--- config.mk ---
export PLATFORM = sky130hd
export DESIGN_NAME = a2d_scan_sched
export DESIGN_NICKNAME = d
export VERILOG_FILES = /design/src/rtl/a2d_sched_pkg.sv /design/src/rtl/a2d_cyc_timer.sv /design/src/rtl/a2d_scan_sched.sv
export SDC_FILE = /design/constraint.sdc
export NUM_CORES = 1
export LEC_CHECK = 0
export BUFFER_PORTS_ARGS = -buffer_cell sky130_fd_sc_hd__buf_2
export CORE_ASPECT_RATIO = 0.7
export CORE_MARGIN = 2
export CORE_UTILIZATION = 45
export DETAILED_ROUTE_END_ITERATION = 10
export PLACE_DENSITY = 0.63
export SLEW_MARGIN = 15
export SYNTH_ARGS = -nofsm -noshare
export SYNTH_HDL_FRONTEND = slang
export SYNTH_SLANG_ARGS = --single-unit
--- constraint.sdc ---
create_clock -name clk -period 7.6 [get_ports clk]
set_clock_uncertainty 0.1 [all_clocks]
set_input_delay 0.76 -clock clk [delete_from_list [all_inputs] [get_ports clk]]
set_output_delay 0.76 -clock clk [all_outputs]
set_load 0.005 [all_outputs]
--- src/rtl/a2d_sched_pkg.sv ---
// Shared types and channel maps for the A2D scan scheduler.
package a2d_sched_pkg;

  typedef enum logic [3:0] {
    ST_IDLE,
    ST_SETTLE,
    ST_CNV_L,
    ST_WAIT_L,
    ST_CNV_R,
    ST_WAIT_R,
    ST_NEXT,
    ST_DONE,
    ST_AUX_CNV,
    ST_AUX_WAIT
  } sched_state_t;

  // Index = emitter pair (0 in, 1 mid, 2 out).
  localparam logic [2:0] LFT_CHNL [3] = '{3'd1, 3'd4, 3'd3};
  localparam logic [2:0] RHT_CHNL [3] = '{3'd0, 3'd2, 3'd7};

  function automatic logic [2:0] pair_chnl(input logic [1:0] pair, input logic rht);
    logic [2:0] ch;
    case (pair)
      2'd0:    ch = rht ? RHT_CHNL[0] : LFT_CHNL[0];
      2'd1:    ch = rht ? RHT_CHNL[1] : LFT_CHNL[1];
      2'd2:    ch = rht ? RHT_CHNL[2] : LFT_CHNL[2];
      default: ch = 3'd0;
    endcase
    return ch;
  endfunction

endpackage

--- src/rtl/a2d_cyc_timer.sv ---
// Load/expire down-counter shared by settle and conversion-timeout timing.
module a2d_cyc_timer #(
  parameter int W = 13
) (
  input  logic         clk,
  input  logic         rst,
  input  logic         load,
  input  logic [W-1:0] load_val,
  output logic         expired
);

  logic [W-1:0] cnt;

  // Stops at zero rather than wrapping, so a stale timer reads as expired.
  always_ff @(posedge clk or posedge rst) begin
    if (rst)
      cnt <= '0;
    else if (load)
      cnt <= load_val;
    else if (cnt != '0)
      cnt <= cnt - W'(1);
  end

  assign expired = (cnt == '0);

endmodule

--- src/rtl/a2d_scan_sched.sv ---
// Scans IR emitter pairs through the shared A2D and publishes results atomically;
// also slots one auxiliary conversion in between pairs or while idle.
//
// state     | meaning
// IDLE      | waiting for aux_req (priority) or scan_go
// SETTLE    | emitter of current pair on, settle timer running
// CNV_L/R   | strt_cnv pulse on left/right channel of current pair
// WAIT_L/R  | waiting for cnv_cmplt, timeout timer running
// NEXT      | emitters off; pick aux, next pair or finish
// DONE      | results published, scan_done pulse
// AUX_CNV   | strt_cnv + aux_gnt on AUX_CHNL, emitters off
// AUX_WAIT  | waiting for aux cnv_cmplt, then return to IDLE or SETTLE
module a2d_scan_sched
  import a2d_sched_pkg::*;
#(
  parameter int         NUM_PAIRS   = 3,
  parameter int         SETTLE_CYC  = 4096,
  parameter int         TIMEOUT_CYC = 2048,
  parameter logic [2:0] AUX_CHNL    = 3'd6
) (
  input  logic        clk,
  input  logic        rst,
  input  logic        scan_go,
  output logic        scan_busy,
  output logic        scan_done,
  output logic        scan_err,
  output logic        IR_in_en,
  output logic        IR_mid_en,
  output logic        IR_out_en,
  output logic        strt_cnv,
  output logic [2:0]  chnnl,
  input  logic        cnv_cmplt,
  input  logic [11:0] A2D_res,
  output logic [35:0] lft_res,
  output logic [35:0] rht_res,
  input  logic        aux_req,
  output logic        aux_gnt,
  output logic        aux_vld,
  output logic [11:0] aux_res
);

  localparam int SET_W = $clog2(SETTLE_CYC + 1);
  localparam int TO_W  = $clog2(TIMEOUT_CYC + 1);
  localparam int TMR_W = (SET_W > TO_W) ? SET_W : TO_W;
  localparam logic [TMR_W-1:0] SETTLE_LD  = TMR_W'(SETTLE_CYC - 1);
  localparam logic [TMR_W-1:0] TIMEOUT_LD = TMR_W'(TIMEOUT_CYC - 1);
  localparam logic [1:0]       LAST_PAIR  = 2'(NUM_PAIRS - 1);

  sched_state_t state, nxt;
  logic [1:0]  pair;
  logic        ret_scan;
  logic [35:0] shd_lft, shd_rht;

  logic             tmr_load, tmr_exp;
  logic [TMR_W-1:0] tmr_val;
  logic pair_clr, pair_inc, ret_set, ret_clr, err_set, err_clr;
  logic cap_l, cap_r, publish, aux_cap, emit_on;

  a2d_cyc_timer #(.W(TMR_W)) u_tmr (
    .clk      (clk),
    .rst      (rst),
    .load     (tmr_load),
    .load_val (tmr_val),
    .expired  (tmr_exp)
  );

  always_ff @(posedge clk or posedge rst) begin
    if (rst) state <= ST_IDLE;
    else     state <= nxt;
  end

  always_comb begin
    nxt       = state;
    tmr_load  = 1'b0;
    tmr_val   = SETTLE_LD;
    pair_clr  = 1'b0;
    pair_inc  = 1'b0;
    ret_set   = 1'b0;
    ret_clr   = 1'b0;
    err_set   = 1'b0;
    err_clr   = 1'b0;
    cap_l     = 1'b0;
    cap_r     = 1'b0;
    publish   = 1'b0;
    aux_cap   = 1'b0;
    emit_on   = 1'b0;
    strt_cnv  = 1'b0;
    aux_gnt   = 1'b0;
    chnnl     = 3'd0;
    scan_done = 1'b0;
    scan_busy = 1'b1;
    case (state)
      ST_IDLE: begin
        scan_busy = 1'b0;
        if (aux_req) begin
          nxt     = ST_AUX_CNV;
          ret_clr = 1'b1;
        end else if (scan_go) begin
          nxt      = ST_SETTLE;
          tmr_load = 1'b1;
          pair_clr = 1'b1;
          err_clr  = 1'b1;
        end
      end
      ST_SETTLE: begin
        emit_on = 1'b1;
        if (tmr_exp) nxt = ST_CNV_L;
      end
      ST_CNV_L: begin
        emit_on  = 1'b1;
        strt_cnv = 1'b1;
        chnnl    = pair_chnl(pair, 1'b0);
        tmr_load = 1'b1;
        tmr_val  = TIMEOUT_LD;
        nxt      = ST_WAIT_L;
      end
      ST_WAIT_L: begin
        emit_on = 1'b1;
        chnnl   = pair_chnl(pair, 1'b0);
        if (cnv_cmplt) begin
          cap_l = 1'b1;
          nxt   = ST_CNV_R;
        end else if (tmr_exp) begin
          err_set = 1'b1;
          nxt     = ST_IDLE;
        end
      end
      ST_CNV_R: begin
        emit_on  = 1'b1;
        strt_cnv = 1'b1;
        chnnl    = pair_chnl(pair, 1'b1);
        tmr_load = 1'b1;
        tmr_val  = TIMEOUT_LD;
        nxt      = ST_WAIT_R;
      end
      ST_WAIT_R: begin
        emit_on = 1'b1;
        chnnl   = pair_chnl(pair, 1'b1);
        if (cnv_cmplt) begin
          cap_r = 1'b1;
          nxt   = ST_NEXT;
        end else if (tmr_exp) begin
          err_set = 1'b1;
          nxt     = ST_IDLE;
        end
      end
      ST_NEXT: begin
        if (pair == LAST_PAIR) begin
          publish = 1'b1;
          nxt     = ST_DONE;
        end else begin
          pair_inc = 1'b1;
          // Aux is slotted here so its wait never exceeds one pair.
          if (aux_req) begin
            ret_set = 1'b1;
            nxt     = ST_AUX_CNV;
          end else begin
            tmr_load = 1'b1;
            nxt      = ST_SETTLE;
          end
        end
      end
      ST_DONE: begin
        scan_done = 1'b1;
        nxt       = ST_IDLE;
      end
      ST_AUX_CNV: begin
        scan_busy = ret_scan;
        strt_cnv  = 1'b1;
        aux_gnt   = 1'b1;
        chnnl     = AUX_CHNL;
        tmr_load  = 1'b1;
        tmr_val   = TIMEOUT_LD;
        nxt       = ST_AUX_WAIT;
      end
      ST_AUX_WAIT: begin
        scan_busy = ret_scan;
        chnnl     = AUX_CHNL;
        if (cnv_cmplt || tmr_exp) begin
          aux_cap = cnv_cmplt;
          err_set = !cnv_cmplt;
          if (ret_scan) begin
            tmr_load = 1'b1;
            nxt      = ST_SETTLE;
          end else begin
            nxt = ST_IDLE;
          end
        end
      end
      default: begin
        scan_busy = 1'b0;
        nxt       = ST_IDLE;
      end
    endcase
  end

  assign IR_in_en  = emit_on && (pair == 2'd0);
  assign IR_mid_en = emit_on && (pair == 2'd1);
  assign IR_out_en = emit_on && (pair == 2'd2);

  always_ff @(posedge clk or posedge rst) begin
    if (rst) begin
      pair     <= 2'd0;
      ret_scan <= 1'b0;
      scan_err <= 1'b0;
      aux_vld  <= 1'b0;
      aux_res  <= 12'd0;
    end else begin
      if (pair_clr)      pair <= 2'd0;
      else if (pair_inc) pair <= pair + 2'd1;
      if (ret_set)      ret_scan <= 1'b1;
      else if (ret_clr) ret_scan <= 1'b0;
      if (err_set)      scan_err <= 1'b1;
      else if (err_clr) scan_err <= 1'b0;
      aux_vld <= aux_cap;
      if (aux_cap) aux_res <= A2D_res;
    end
  end

  // Shadow holds the scan in progress; the outputs only change on a full scan.
  always_ff @(posedge clk or posedge rst) begin
    if (rst) begin
      shd_lft <= 36'd0;
      shd_rht <= 36'd0;
      lft_res <= 36'd0;
      rht_res <= 36'd0;
    end else begin
      for (int i = 0; i < 3; i++) begin
        if (cap_l && pair == 2'(i)) shd_lft[12*i +: 12] <= A2D_res;
        if (cap_r && pair == 2'(i)) shd_rht[12*i +: 12] <= A2D_res;
      end
      if (publish) begin
        lft_res <= shd_lft;
        rht_res <= shd_rht;
      end
    end
  end

endmodule
# [Yosys cells after proc, flatten, opt, wreduce, memory -nomap -nowiden]
# Cells that the tools add are included.
[totals] regBits=178 latch_bits=0 ram_bits=0 rom_bits=0 out_inout_bits=96 mem_count=0
[classes] n_addsub=2 mul=0 div_mod_pow=0 order_cmp=0 n_eq_ne=14 shifts=0 mux=53 bitwise=0 n_reduce_logical=27
[op_table] op="$mux W4" count=9
[op_table] op="$pmux W4 S9" count=1
[op_table] op="$mux W1" count=32
[op_table] op="$mux W13" count=2
[op_table] op="$pmux W3 S3" count=2
[op_table] op="$eq A4 B3 Y1 const B" count=4
[op_table] op="$logic_not A13 Y1" count=1
[op_table] op="$reduce_bool A13 Y1" count=1
[op_table] op="$sub A13 B1 Y13 const B" count=1
[op_table] op="$mux W12" count=1
[op_table] op="$logic_and A1 B1 Y1" count=9
[op_table] op="$eq A4 B2 Y1 const B" count=2
[op_table] op="$eq A4 B4 Y1 const B" count=2
[op_table] op="$reduce_bool A2 Y1" count=4
[op_table] op="$reduce_or A2 Y1" count=4
[op_table] op="$reduce_or A7 Y1" count=1
[op_table] op="$pmux W3 S2" count=1
[op_table] op="$reduce_or A5 Y1" count=1
[op_table] op="$eq A4 B1 Y1 const B" count=1
[op_table] op="$logic_not A4 Y1" count=1
[op_table] op="$mux W2" count=2
[op_table] op="$ne A2 B2 Y1 const B" count=2
[op_table] op="$pmux W1 S2" count=2
[op_table] op="$pmux W1 S4" count=1
[op_table] op="other kinds (9)" count=9

# [Depth between registers and ports, before layout]
[logic_depth] ltp_word=5 depth_mapped=9

# [Cells and area by module]
# Synthesis repeated with hierarchy kept, for this count alone.
[unflattened] hier_cells=526 area_unflattened_um2=7858.8
[modules_own_cells] mod="a2d_scan_sched" instances=1 cells_each=445 area_per_inst_um2=7048.0 seq_area_each_um2=4129.0
[modules_own_cells] mod="a2d_cyc_timer" instances=1 cells_each=81 area_per_inst_um2=810.8 seq_area_each_um2=325.3

# [Least setup slack after synthesis]
# OpenSTA, ideal clock, no wires.
[synth_timing] path_kind="reg2reg" from="register u_tmr.cnt[0]" to="register state[1]" setup_ns=0.137 arrival_time_ns=2.102 t_required_ns=7.363 path_slack_ns=5.261 path_stages_with_launch=9 n_path_buf=2 synth_period_minus_slack_ns=2.339 cell_sequence="dfrtp_1 inv_1 ha_1 or4b_1 buf_2 or4_4 buf_6 a31oi_1 o32ai_1"
[synth_via] elab_chain_len=4
[synth_rtl] item="from (decl)" line="a2d_cyc_timer.sv:12" text="logic [W-1:0] cnt;"
[synth_rtl] item="from (signal assigned)" line="a2d_cyc_timer.sv:19" text="cnt <= load_val;"
[synth_rtl] item="from (signal assigned)" line="a2d_cyc_timer.sv:21" text="cnt <= cnt - W'(1);"
[synth_rtl] item="$logic_not A13 Y1 (*)" line="a2d_cyc_timer.sv:24" text="assign expired = (cnt == '0);"
[synth_rtl] item="$mux W4 / $logic_or A1 B1 Y1 (equally long branches)"
[synth_rtl] item="$mux W4, or another cell as far along"
[synth_rtl] item="$pmux W4 S9 / $reduce_and A3 Y1 (equally long branches)"
[synth_rtl] item="to (signal assigned)" line="a2d_scan_sched.sv:69" text="else state <= nxt;"
[synth_rtl] item="to (decl)" line="a2d_scan_sched.sv:49" text="sched_state_t state, nxt;"
# Mark *: on every way between the ends. The rest lies on a longest branch, timed or not.
# A chain may end at the register's enable or synchronous reset.

# [Worst setup path after layout]
[layout_timing] from="register state[2]" to="output strt_cnv"
[layout_via] elab_chain_len=3
[layout_rtl] item="$eq A4 B3 Y1, or another cell as far along" line="a2d_scan_sched.sv:92" text="case (state)"
[layout_rtl] item="$reduce_or A3 Y1 (no source line) (*)"
[layout_rtl] item="$mux W1 (*)" line="a2d_scan_sched.sv:92"
[layout_rtl] item="to (decl)" line="a2d_scan_sched.sv:30" text="output logic strt_cnv,"
# Marks and branches as above.

==> flow_summary_export.csv <==
group,metric,value,unit
placed_design,place_area,7990,um2
floorplanning,ios,113,
placed_design,io_buffer_count,112,
floorplanning,die_w,156.1,um
critical_path,worstSetupEndpointType,"output pin",
synth,syn_nets,545,
floorplanning,initial_core_util,0.4646,
worst_hold_path,hold_path_end,"scan_err$_DFFE_PP0P_",
critical_path,required,6740,ps
critical_path,r2r-end,"u_tmr.cnt[12]$_DFFE_PP0P_",
synth,yosys_register_bits,178,
routing,viasPerCell,5.341,
synth,async_flop_share,1.000,
critical_path,worstSetupStartpointType,"register",
clock_tree,cts_tree,"yes",
sta,slew_headroom,0.3043,
placed_design,dp_cells,807,
sta,setup_ws,4488,ps
sta,finalCritPeriodShare,0.4095,
clock_tree,root_buffer,"clkbuf_16",
layout,final_cell_count_no_fill,839,
routing,drc_errors,0,
sta,tns,0,ps
worst_hold_path,worstHoldStart,"scan_err$_DFFE_PP0P_",
layout,insertedDiodeCount,0,
critical_path,critPathKind,"reg -> out",
power_and_ir_drop,vdd_drop_max,0.1630,mV
routing,ant_nets,0,
synth,postSynthAreaPerCell,13.96,um2
critical_path,r2r-start,"u_tmr.cnt[0]$_DFFE_PP0P_",
clock_tree,htree_levels,4,
critical_path,cp.arrival,2250,ps
clock_tree,hold_buffers,0,
synth,synth_edf_count,0,
power_and_ir_drop,powerDensity,315.2,nW/um2
synth,yosysSeqAreaShare,0.6111,
routing,vias,4481,
clock_tree,cts_resized,0,
power_and_ir_drop,totalPowerFinal,2.724,mW
global_routing,grt_pass1_wl,25390,um
sta,hold_viol,0,
sta,setup_viol,0,
clock_tree,cts_buffers,17,
placed_design,place_ws,4832,ps
sta,fin_hold_ws,393.6,ps
placed_design,gp_routability_congestion,0.8473,
clock_tree,clockBufferDepth,2,
placed_design,dp_hpwl,10560,um
global_routing,gr-total-overflow,0,
routing,routed_wl,15850,um
synth,synth_ff_type,"dfrtp_1",
critical_path,cp_max_fo,20,
floorplanning,die_h,110.5,um
critical_path,ff2ff_path_depth,7,
layout,drive_above_1_share,0.4851,
layout,layout.nets,649,
clock_tree,cts_sinks,178,
layout,synthToLayoutAreaGrowth,18.52,%
sta,worst_slew_pin_slew,1044,ps
global_routing,grt_max_degree,95,
floorplanning,die-area,17250,um2
worst_hold_path,hold_depth,1,
routing,wl_per_cell,18.89,um
synth,ys_types,47,
synth,yosysWarnings,0,
clock_tree,clk_pin_slew,60,ps
clock_tree,postCtsSetupBuffers,0,
sta,drv_slew,0,
layout,fin_area,8640,um2
layout,final_core_util,0.5506,
job,cap_violations,0,
sta,rsz0062_at_grt,"false",
outcome,outcome,"finished, final reports clean",
sta,fin_crit,3112,ps
global_routing,grtUsageTotal,0.1939,
clock_tree,clock_latency,430,ps
critical_path,rrSetupSlack,4820,ps
routing,dr.pass1.iters,5,
sta,max_freq,0.3213,GHz
floorplanning,core-area,15690,um2
global_routing,antenna_found_initial,0,
power_and_ir_drop,leakage,4.485,nW
synth,netlist_area,7289,um2
global_routing,grt_pass1_vias,4530,
routing,drt_iter0_drc,241,
synth,syn_inst,522,
floorplanning,rows,38,
worst_hold_path,hp-class,"reg -> reg",
-- registers in the layout, summed over array words and instances, names as in the netlist --
name	count
aux_res	12
u_tmr.cnt	13
shd_lft	36
pair	2
aux_vld	1
state	4
shd_rht	36
scan_err	1
lft_res	36
ret_scan	1
rht_res	36
-- critical path, stage by stage (launching register included) --
cell and delay [ps]:
dfrtp_1 730, nor2b_1 430, nor3_1 160, nor3_1 330
buf_2 180
-- per-layer routing --
| layer | vias to the layer above | routed length [um] | global-route usage |
|---|---|---|---|
| met5 | - | 0 | 0 |
| met2 | 104 | 7006 | 0.2791 |
| met3 | 16 | 750 | 0.05102 |
| li1 | 2062 | - | - |
| met1 | 2299 | 7926 | 0.2910 |
| met4 | 0 | 165 | 0.05321 |
-- synthesized netlist by cell type, types with 4 or more instances --
cell	count	share of area
clkbuf_1	19	0.0098
a21oi_1	11	0.0076
nand3_1	8	0.0055
nand2_1	24	0.012
nor2_1	20	0.010
nor3_1	14	0.0096
buf_2	6	0.0041
nor2b_1	4	0.0034
o21ai_0	10	0.0069
ha_1	6	0.010
mux2_2	156	0.24
dfrtp_1	178	0.61
xnor2_1	5	0.0060
inv_1	11	0.0057
-- power by group --
group / leakage (nW) / internal, mW / switching (mW)
combinational: 1.79 / 0.263 / 0.236
clock: 0.314 / 0.593 / 0.364
sequential: 2.38 / 1.13 / 0.140
total: 4.48 / 1.98 / 0.740
-- final cells by class --
cell class	instances	area, um2
flip-flops and latches	178	4454
well taps	200	250.2
inverters	11	46.29
fillers	1293	7051
multi-input cells	304	2664
repair buffers	114	575.6
clock inverters	13	206.4
clock buffers	19	442.9
-- cells by family after synthesis --
| logic type | after synthesis | share of synthesized area |
|---|---|---|
| flip-flops | 178 | 0.6111 |
| multiplexers | 157 | 0.2424 |
| AND/OR/NAND/NOR | 91 | 0.06265 |
| AO/OA/AOI/OAI | 44 | 0.04223 |
| buffers and inverters | 40 | 0.02420 |
| XOR/XNOR | 6 | 0.007209 |
| adder cells (fa/ha/maj) | 6 | 0.01030 |
-- worst max-delay path by stage --
| stage | from | end | slack [ps] | cells after the start |
|---|---|---|---|---|
| 5_1_grt | state[2]$_DFFE_PP0P_ | strt_cnv | 4340 | 4 |
| 2_1_floorplan | rst | aux_res[0]$_DFFE_PP0P_ | 1910 | 1 |
| 3_3_place_gp | rst | rht_res[31]$_DFFE_PP0P_ | 4880 | 3 |
| 3_5_place_dp | u_tmr.cnt[0]$_DFFE_PP0P_ | u_tmr.cnt[12]$_DFFE_PP0P_ | 4830 | 7 |
| 4_1_cts | state[2]$_DFFE_PP0P_ | strt_cnv | 4550 | 4 |
| 6_report | state[2]$_DFFE_PP0P_ | strt_cnv | 4490 | 4 |
-- cell usage in the layout (no fill, tap or decap), types with 3 or more instances in the layout --
cell type and count:
and2_1 3, o211ai_1 3, clkinv_2 3, inv_6 3
xnor2_1 5, inv_1 10, o21ai_0 10, buf_2 112
nor2_1 20, ha_1 6, nand3_1 8, clkbuf_16 17
dfrtp_1 178, nor2b_1 4, nand2_1 24, mux2_2 156
a21oi_1 11, nor3_1 14, nand2b_1 3, bufinv_16 5
(Power assumes the default switching activity.)
